File: src/rtl/sensor_tx_scheduler_pkg.sv
// +-----------------------------------------------------------------------+
// | sensor_tx_scheduler_pkg                                               |
// | Shared state encoding and default geometry for the sensor scheduler.  |
// | Revision: 1.0                                                         |
// +-----------------------------------------------------------------------+
`default_nettype none

package sensor_tx_scheduler_pkg;

    localparam int DEF_N_SENSORS = 8;
    localparam int DEF_WORD_W    = 16;
    localparam int DEF_BYTE_W    = 8;

    typedef enum logic [1:0] {
        ST_IDLE    = 2'd0,
        ST_SEND    = 2'd1,
        ST_WAIT    = 2'd2,
        ST_RELEASE = 2'd3
    } state_e;

endpackage

`default_nettype wire

File: src/rtl/sensor_tx_scheduler_rr_picker.sv
// +-----------------------------------------------------------------------+
// | rr_picker                                                             |
// | Combinational round-robin picker: first request after 'last', wrapping.|
// | Revision: 1.0                                                         |
// +-----------------------------------------------------------------------+
`default_nettype none

module rr_picker
    import sensor_tx_scheduler_pkg::*;
#(
    parameter int N  = DEF_N_SENSORS,
    parameter int SW = $clog2(N)
) (
    input  logic [N-1:0]  req,
    input  logic          mask,
    input  logic [SW-1:0] last,
    output logic          hit,
    output logic [SW-1:0] idx
);

    int            c;
    logic [SW-1:0] cidx;

    // Walk the rotated order from the far end so the nearest candidate wins.
    always_comb begin
        hit  = 1'b0;
        idx  = '0;
        c    = 0;
        cidx = '0;
        for (int k = N; k >= 1; k--) begin
            c    = (int'(last) + k) % N;
            cidx = SW'(c);
            if (req[cidx] && !(mask && (cidx == last))) begin
                hit = 1'b1;
                idx = cidx;
            end
        end
    end

endmodule

`default_nettype wire

File: src/rtl/sensor_tx_scheduler.sv
// +-----------------------------------------------------------------------+
// | sensor_tx_scheduler                                                   |
// | Round-robin sensor word capture and MSB-first byte feed to the UART.  |
// | Revision: 1.0                                                         |
// +-----------------------------------------------------------------------+
`default_nettype none

module sensor_tx_scheduler
    import sensor_tx_scheduler_pkg::*;
#(
    parameter int N_SENSORS   = DEF_N_SENSORS,
    parameter int WORD_W      = DEF_WORD_W,
    parameter int BYTE_W      = DEF_BYTE_W,
    parameter int TIMEOUT_CYC = 0
) (
    input  logic                          clk,
    input  logic                          rst,
    input  logic [N_SENSORS*WORD_W-1:0]   sensor_bus,
    input  logic [N_SENSORS-1:0]          sensor_ready,
    output logic [N_SENSORS-1:0]          data_used,
    output logic                          uart_tx_en,
    output logic [BYTE_W-1:0]             uart_tx_data,
    input  logic                          uart_tx_done,
    output logic [$clog2(N_SENSORS)-1:0]  sensor_num,
    output logic                          busy,
    output logic                          timeout_err
);

    localparam int NB  = WORD_W / BYTE_W;
    localparam int SW  = $clog2(N_SENSORS);
    localparam int CW  = (NB > 1) ? $clog2(NB) : 1;
    localparam int WDW = (TIMEOUT_CYC > 1) ? $clog2(TIMEOUT_CYC) : 1;

    state_e             state_q, state_d;
    logic [WORD_W-1:0]  shift_q, shift_d;
    logic [CW-1:0]      byte_cnt_q, byte_cnt_d;
    logic [WDW-1:0]     wdog_q, wdog_d;
    logic [SW-1:0]      num_q, num_d;
    logic [SW-1:0]      last_q, last_d;
    logic               mask_q;
    logic               terr_q, terr_d;

    logic               pick_hit;
    logic [SW-1:0]      pick_idx;
    logic [WORD_W-1:0]  words [N_SENSORS];

    for (genvar i = 0; i < N_SENSORS; i++) begin : g_unpack
        assign words[i] = sensor_bus[i*WORD_W +: WORD_W];
    end

    // mask_q marks the first IDLE cycle after RELEASE, when the released
    // channel's ready may still be stale.
    rr_picker #(
        .N  (N_SENSORS),
        .SW (SW)
    ) u_picker (
        .req  (sensor_ready),
        .mask (mask_q),
        .last (last_q),
        .hit  (pick_hit),
        .idx  (pick_idx)
    );

    always_ff @(posedge clk) begin
        if (rst) begin
            state_q    <= ST_IDLE;
            shift_q    <= '0;
            byte_cnt_q <= '0;
            wdog_q     <= '0;
            num_q      <= '0;
            last_q     <= SW'(N_SENSORS - 1);
            mask_q     <= 1'b0;
            terr_q     <= 1'b0;
        end else begin
            state_q    <= state_d;
            shift_q    <= shift_d;
            byte_cnt_q <= byte_cnt_d;
            wdog_q     <= wdog_d;
            num_q      <= num_d;
            last_q     <= last_d;
            mask_q     <= (state_q == ST_RELEASE);
            terr_q     <= terr_d;
        end
    end

    always_comb begin
        state_d    = state_q;
        shift_d    = shift_q;
        byte_cnt_d = byte_cnt_q;
        wdog_d     = wdog_q;
        num_d      = num_q;
        last_d     = last_q;
        terr_d     = 1'b0;
        case (state_q)
            ST_IDLE: begin
                if (pick_hit) begin
                    num_d      = pick_idx;
                    shift_d    = words[pick_idx];
                    byte_cnt_d = '0;
                    state_d    = ST_SEND;
                end
            end
            ST_SEND: begin
                wdog_d  = '0;
                state_d = ST_WAIT;
            end
            ST_WAIT: begin
                if (uart_tx_done) begin
                    if (byte_cnt_q == CW'(NB - 1)) begin
                        state_d = ST_RELEASE;
                    end else begin
                        shift_d    = shift_q << BYTE_W;
                        byte_cnt_d = byte_cnt_q + CW'(1);
                        state_d    = ST_SEND;
                    end
                end else begin
                    wdog_d = wdog_q + WDW'(1);
                    if ((TIMEOUT_CYC > 0) && (wdog_q == WDW'(TIMEOUT_CYC - 1))) begin
                        terr_d  = 1'b1;
                        state_d = ST_RELEASE;
                    end
                end
            end
            ST_RELEASE: begin
                last_d  = num_q;
                state_d = ST_IDLE;
            end
            default: state_d = ST_IDLE;
        endcase
    end

    always_comb begin
        data_used = '0;
        if (state_q == ST_RELEASE) begin
            data_used[num_q] = 1'b1;
        end
    end

    assign busy         = (state_q != ST_IDLE);
    assign uart_tx_en   = (state_q == ST_SEND);
    assign uart_tx_data = ((state_q == ST_SEND) || (state_q == ST_WAIT)) ?
                          shift_q[WORD_W-1 -: BYTE_W] : '0;
    assign sensor_num   = num_q;
    assign timeout_err  = terr_q;

endmodule

`default_nettype wire

File: config.mk
export PLATFORM = sky130hd
export DESIGN_NAME = sensor_tx_scheduler
export DESIGN_NICKNAME = d
export VERILOG_FILES = /design/src/rtl/sensor_tx_scheduler_pkg.sv /design/src/rtl/sensor_tx_scheduler_rr_picker.sv /design/src/rtl/sensor_tx_scheduler.sv
export SDC_FILE = /design/constraint.sdc
export NUM_CORES = 1
export LEC_CHECK = 0
export BUFFER_PORTS_ARGS = -buffer_cell sky130_fd_sc_hd__buf_4
export CAP_MARGIN = 25
export CORE_ASPECT_RATIO = 1.2
export CORE_MARGIN = 2
export CORE_UTILIZATION = 30
export DETAILED_ROUTE_END_ITERATION = 16
export MAX_ROUTING_LAYER = met4
export SYNTH_ARGS = -nofsm -noshare
export SYNTH_HDL_FRONTEND = slang
export SYNTH_SLANG_ARGS = --single-unit
File: constraint.sdc
create_clock -name clk -period 12.6 [get_ports clk]
set_input_delay 1.89 -clock clk [delete_from_list [all_inputs] [get_ports clk]]
set_output_delay 1.89 -clock clk [all_outputs]
set_load 0.01 [all_outputs]
==> impl_results.md <==
* Synth Area in Adders at 2.22%
* CTS Buffer Depth at 2
* CTS H-tree depth at 1
* P_int at 0.317 mW
* Worst Path Arrival at 5290 ps
* Seq cells post-synth at 26
* Hold buffers post-CTS at 0
* Clk_skew at 3.55 ps
* Compound-Gate Fraction of Synth Area at 26.7%
* Clk slew on worst S/H paths at 70 ps
* Worst Path Max Fanout at 56
* DR vias at 4716
* Initial DRT Pass Iterations at 5
* Initial Util at 30.9%
* Switch share at 42.3%
* WP data required at 12740 ps
* Number of antenna violations at the first check in global routing at 0
* Area growth syn-to-layout at 33.4%
* Final wirelength at 14900 µm
* Cell area after layout at 5270 µm²
* Peak VDD IR at 0.0627 mV
* Post-synthesis mux area share at 20.8%
* Total power at 0.550 mW
* Number of gates resized after CTS at 0
* DR DRC count at 0
* I/O Buffers at 159
* Die area at 14100 µm²
* Synth cell types at 60
* Post-synthesis xor/xnor area fraction at 1.08%
* Crit path kind: flip-flop to flip-flop
* Vias in the first global route at 4447
* Nets at 795
* Min cycle time layout at 5150 ps
* Worst setup margin at 7450 ps
* Psw at 0.233 mW
* Pins over their slew limit at 0
* HP Class: flip-flop to flip-flop
* Crit. End Element: flip-flop
* Hpwl dp at 11500 µm
* Sequential cell area at 520 µm²
* First-pass GRT wire length at 22800 µm
* ANT cells at 0
* Fill count at 1310
* RSZ-0062 raised after global routing: no
* I/O Pins at 161
* CTS tree: yes
* Post-synth EDFFs at 0
* Num CTS Buffers at 3
* Fmax at 194 MHz
* Cells after Synth at 522
* First DRT Iteration DRCs at 394
* Yosys warns at 0
* Startpoint types: flip-flop
* Largest family of logic cells by synthesized area: simple AND/OR/NAND/NOR gates
* DIE HEIGHT at 130 µm
* Vias per inst at 5.81
* Pre-CTS WS at 7320 ps
* Core box area at 12800 µm²
* Top_reg_cell synth: dfxtp_1
* Total track usage at 20.8%
* Std-Cell Rows at 45
* Reg power frac at 21.6%
* Period utilization at 40.9%
* Max Cap Violations at 0
* Slew HR at 31.2%
* Die span in x at 109 µm
* Routed len/inst at 18.4 µm
* CTS root buf: clkbuf_16
* Total gr overflow at 0
* Seq/Total Area, Yosys at 13.2%
* Comb pwr share at 61.2%
* Post-DP Area at 5150 µm²
* Pin count of the biggest net entering global routing at 57
* # Post-CTS Setup Buffers at 0
* Layout cell share with drive strength beyond 1 at 31.6%
* Avg Cell Area, Syn at 7.57 µm²
* RD Place Congestion at 0.899
* Netlist Area Pre-Place at 3950 µm²
* Pwr dens at 104 nW/µm²
* Status: completed
* Mapped Nets at 668
* Hold Vio Cnt, Final at 0
* Post-DRT Antenna Nets at 0
* Setup TNS at 0 ps
* Asr flop ratio synth at 0%
* Slew @ Worst Pin at 1030 ps
* Clock Latency Late Sink at 270 ps
* Clk sink count at 26
* LEAKAGE at 2.26 nW
* Clock share of power at 17.2%
* Simple-gate area share of the yosys netlist at 27.5%
* Area of the multi-input gates at 3110 µm²
* Setup Viol. Count Final at 0
-- cell usage in the layout, fill, tap and decap left out, drive strengths merged, types with 10 or more instances in the layout --
cell type  instances
mux2i             36
a21oi             10
mux4              12
nor2              17
and2              12
inv               15
or3               15
o22ai             10
mux2              17
nand2             44
dfxtp             26
a21o              16
nand3             53
buf              168
o21ai             45
a22oi             11
and3              20
nor3              14
-- per-stage QoR --
| stage | hold slack, ps | util (%) | instances |
|---|---|---|---|
| 6_report | 493 | 41.2 | 812 |
| 5_1_grt | 533 | 41.2 | 812 |
| 4_1_cts | 503 | 41.1 | 811 |
| 3_5_place_dp | 491 | 40.3 | 807 |
| 3_3_place_gp | 469 | 40.1 | 805 |
| 2_1_floorplan | 444 | - | 522 |
-- final timing paths --
path                            startpoint         end  slack [ps]  cells past startpoint
worst max-delay path             last_q[1]  shift_q[2]        7450                     12
worst min-delay path            shift_q[1]  shift_q[1]         490                      2
worst min register to register  shift_q[1]  shift_q[1]         490                      2
worst max register to register   last_q[1]  shift_q[2]        7450                     12
-- power groups by stage --
| stage | logic (mW) | clock network, mW | registers (mW) |
|---|---|---|---|
| 2_1_floorplan | 0.233 | 0 | 0.114 |
| 3_3_place_gp | 0.325 | 0 | 0.120 |
| 3_5_place_dp | 0.331 | 0 | 0.120 |
| 4_1_cts | 0.333 | 0.0963 | 0.118 |
| 5_1_grt | 0.368 | 0.0990 | 0.121 |
| 6_report | 0.336 | 0.0947 | 0.119 |
-- state kept, by name (all words and copies together) (netlist names) --
name,count
shift_q,16
last_q,3
sensor_num,3
state_q,2
byte_cnt_q,1
mask_q,1
-- layout make-up --
type,count,area share (%)
multi-input combinational,434,59.0
timing repair buffer,168,24.1
sequential,26,9.88
tap,164,3.89
clock buffer,3,1.42
inverter,16,1.14
clock inverter,1,0.570
-- layer usage --
metal | global-route usage, % | routed length [µm]
met3 | 2.20 | 849
met5 | - | 0
met1 | 26.7 | 6310
met4 | 5.20 | 320
met2 | 35.1 | 7430
-- synthesized netlist by cell type (all sizes together) (4+ instances only) --
| cell | instances | area [µm²] |
|---|---|---|
| and2 | 12 | 75.1 |
| nor2b | 6 | 37.5 |
| clkbuf | 17 | 63.8 |
| mux2i | 36 | 360 |
| nand2 | 44 | 168 |
| a31o | 7 | 61.3 |
| a211oi | 4 | 30.0 |
| nor2 | 17 | 63.8 |
| o22ai | 10 | 62.6 |
| o32ai | 8 | 70.1 |
| buf | 29 | 208 |
| ha | 7 | 87.6 |
| nand2b | 7 | 43.8 |
| a21oi | 10 | 53.8 |
| a32oi | 8 | 70.1 |
| o2111ai | 8 | 70.1 |
| mux2 | 17 | 191 |
| dfxtp | 26 | 521 |
| a22oi | 11 | 82.6 |
| a21o | 16 | 120 |
| and3 | 20 | 130 |
| nor3 | 14 | 81.3 |
| o21ai | 45 | 225 |
| inv | 15 | 56.3 |
| or3 | 15 | 93.8 |
| nor4 | 8 | 65.1 |
| o211ai | 6 | 45.0 |
| mux4 | 12 | 270 |
| nand3 | 53 | 265 |
-- worst max-delay path, stage by stage, from the launching register on --
cell,delay [ps]
dfxtp_1,740
inv_1,300
ha_1,830
mux4_2,700
mux2i_2,180
buf_4,370
nor2_1,70
or3_1,400
o21a_2,200
buf_4,310
nor4_1,600
a31o_1,200
o2111ai_1,110
-- logic make-up after synthesis --
family	Yosys count
xor+xnor	4
fa+ha+maj	7
flops	26
mux	65
compound gates	153
other cells	1
simple gates	204
buf+inv	62
Note: power is estimated with default switching activity, not from simulation.
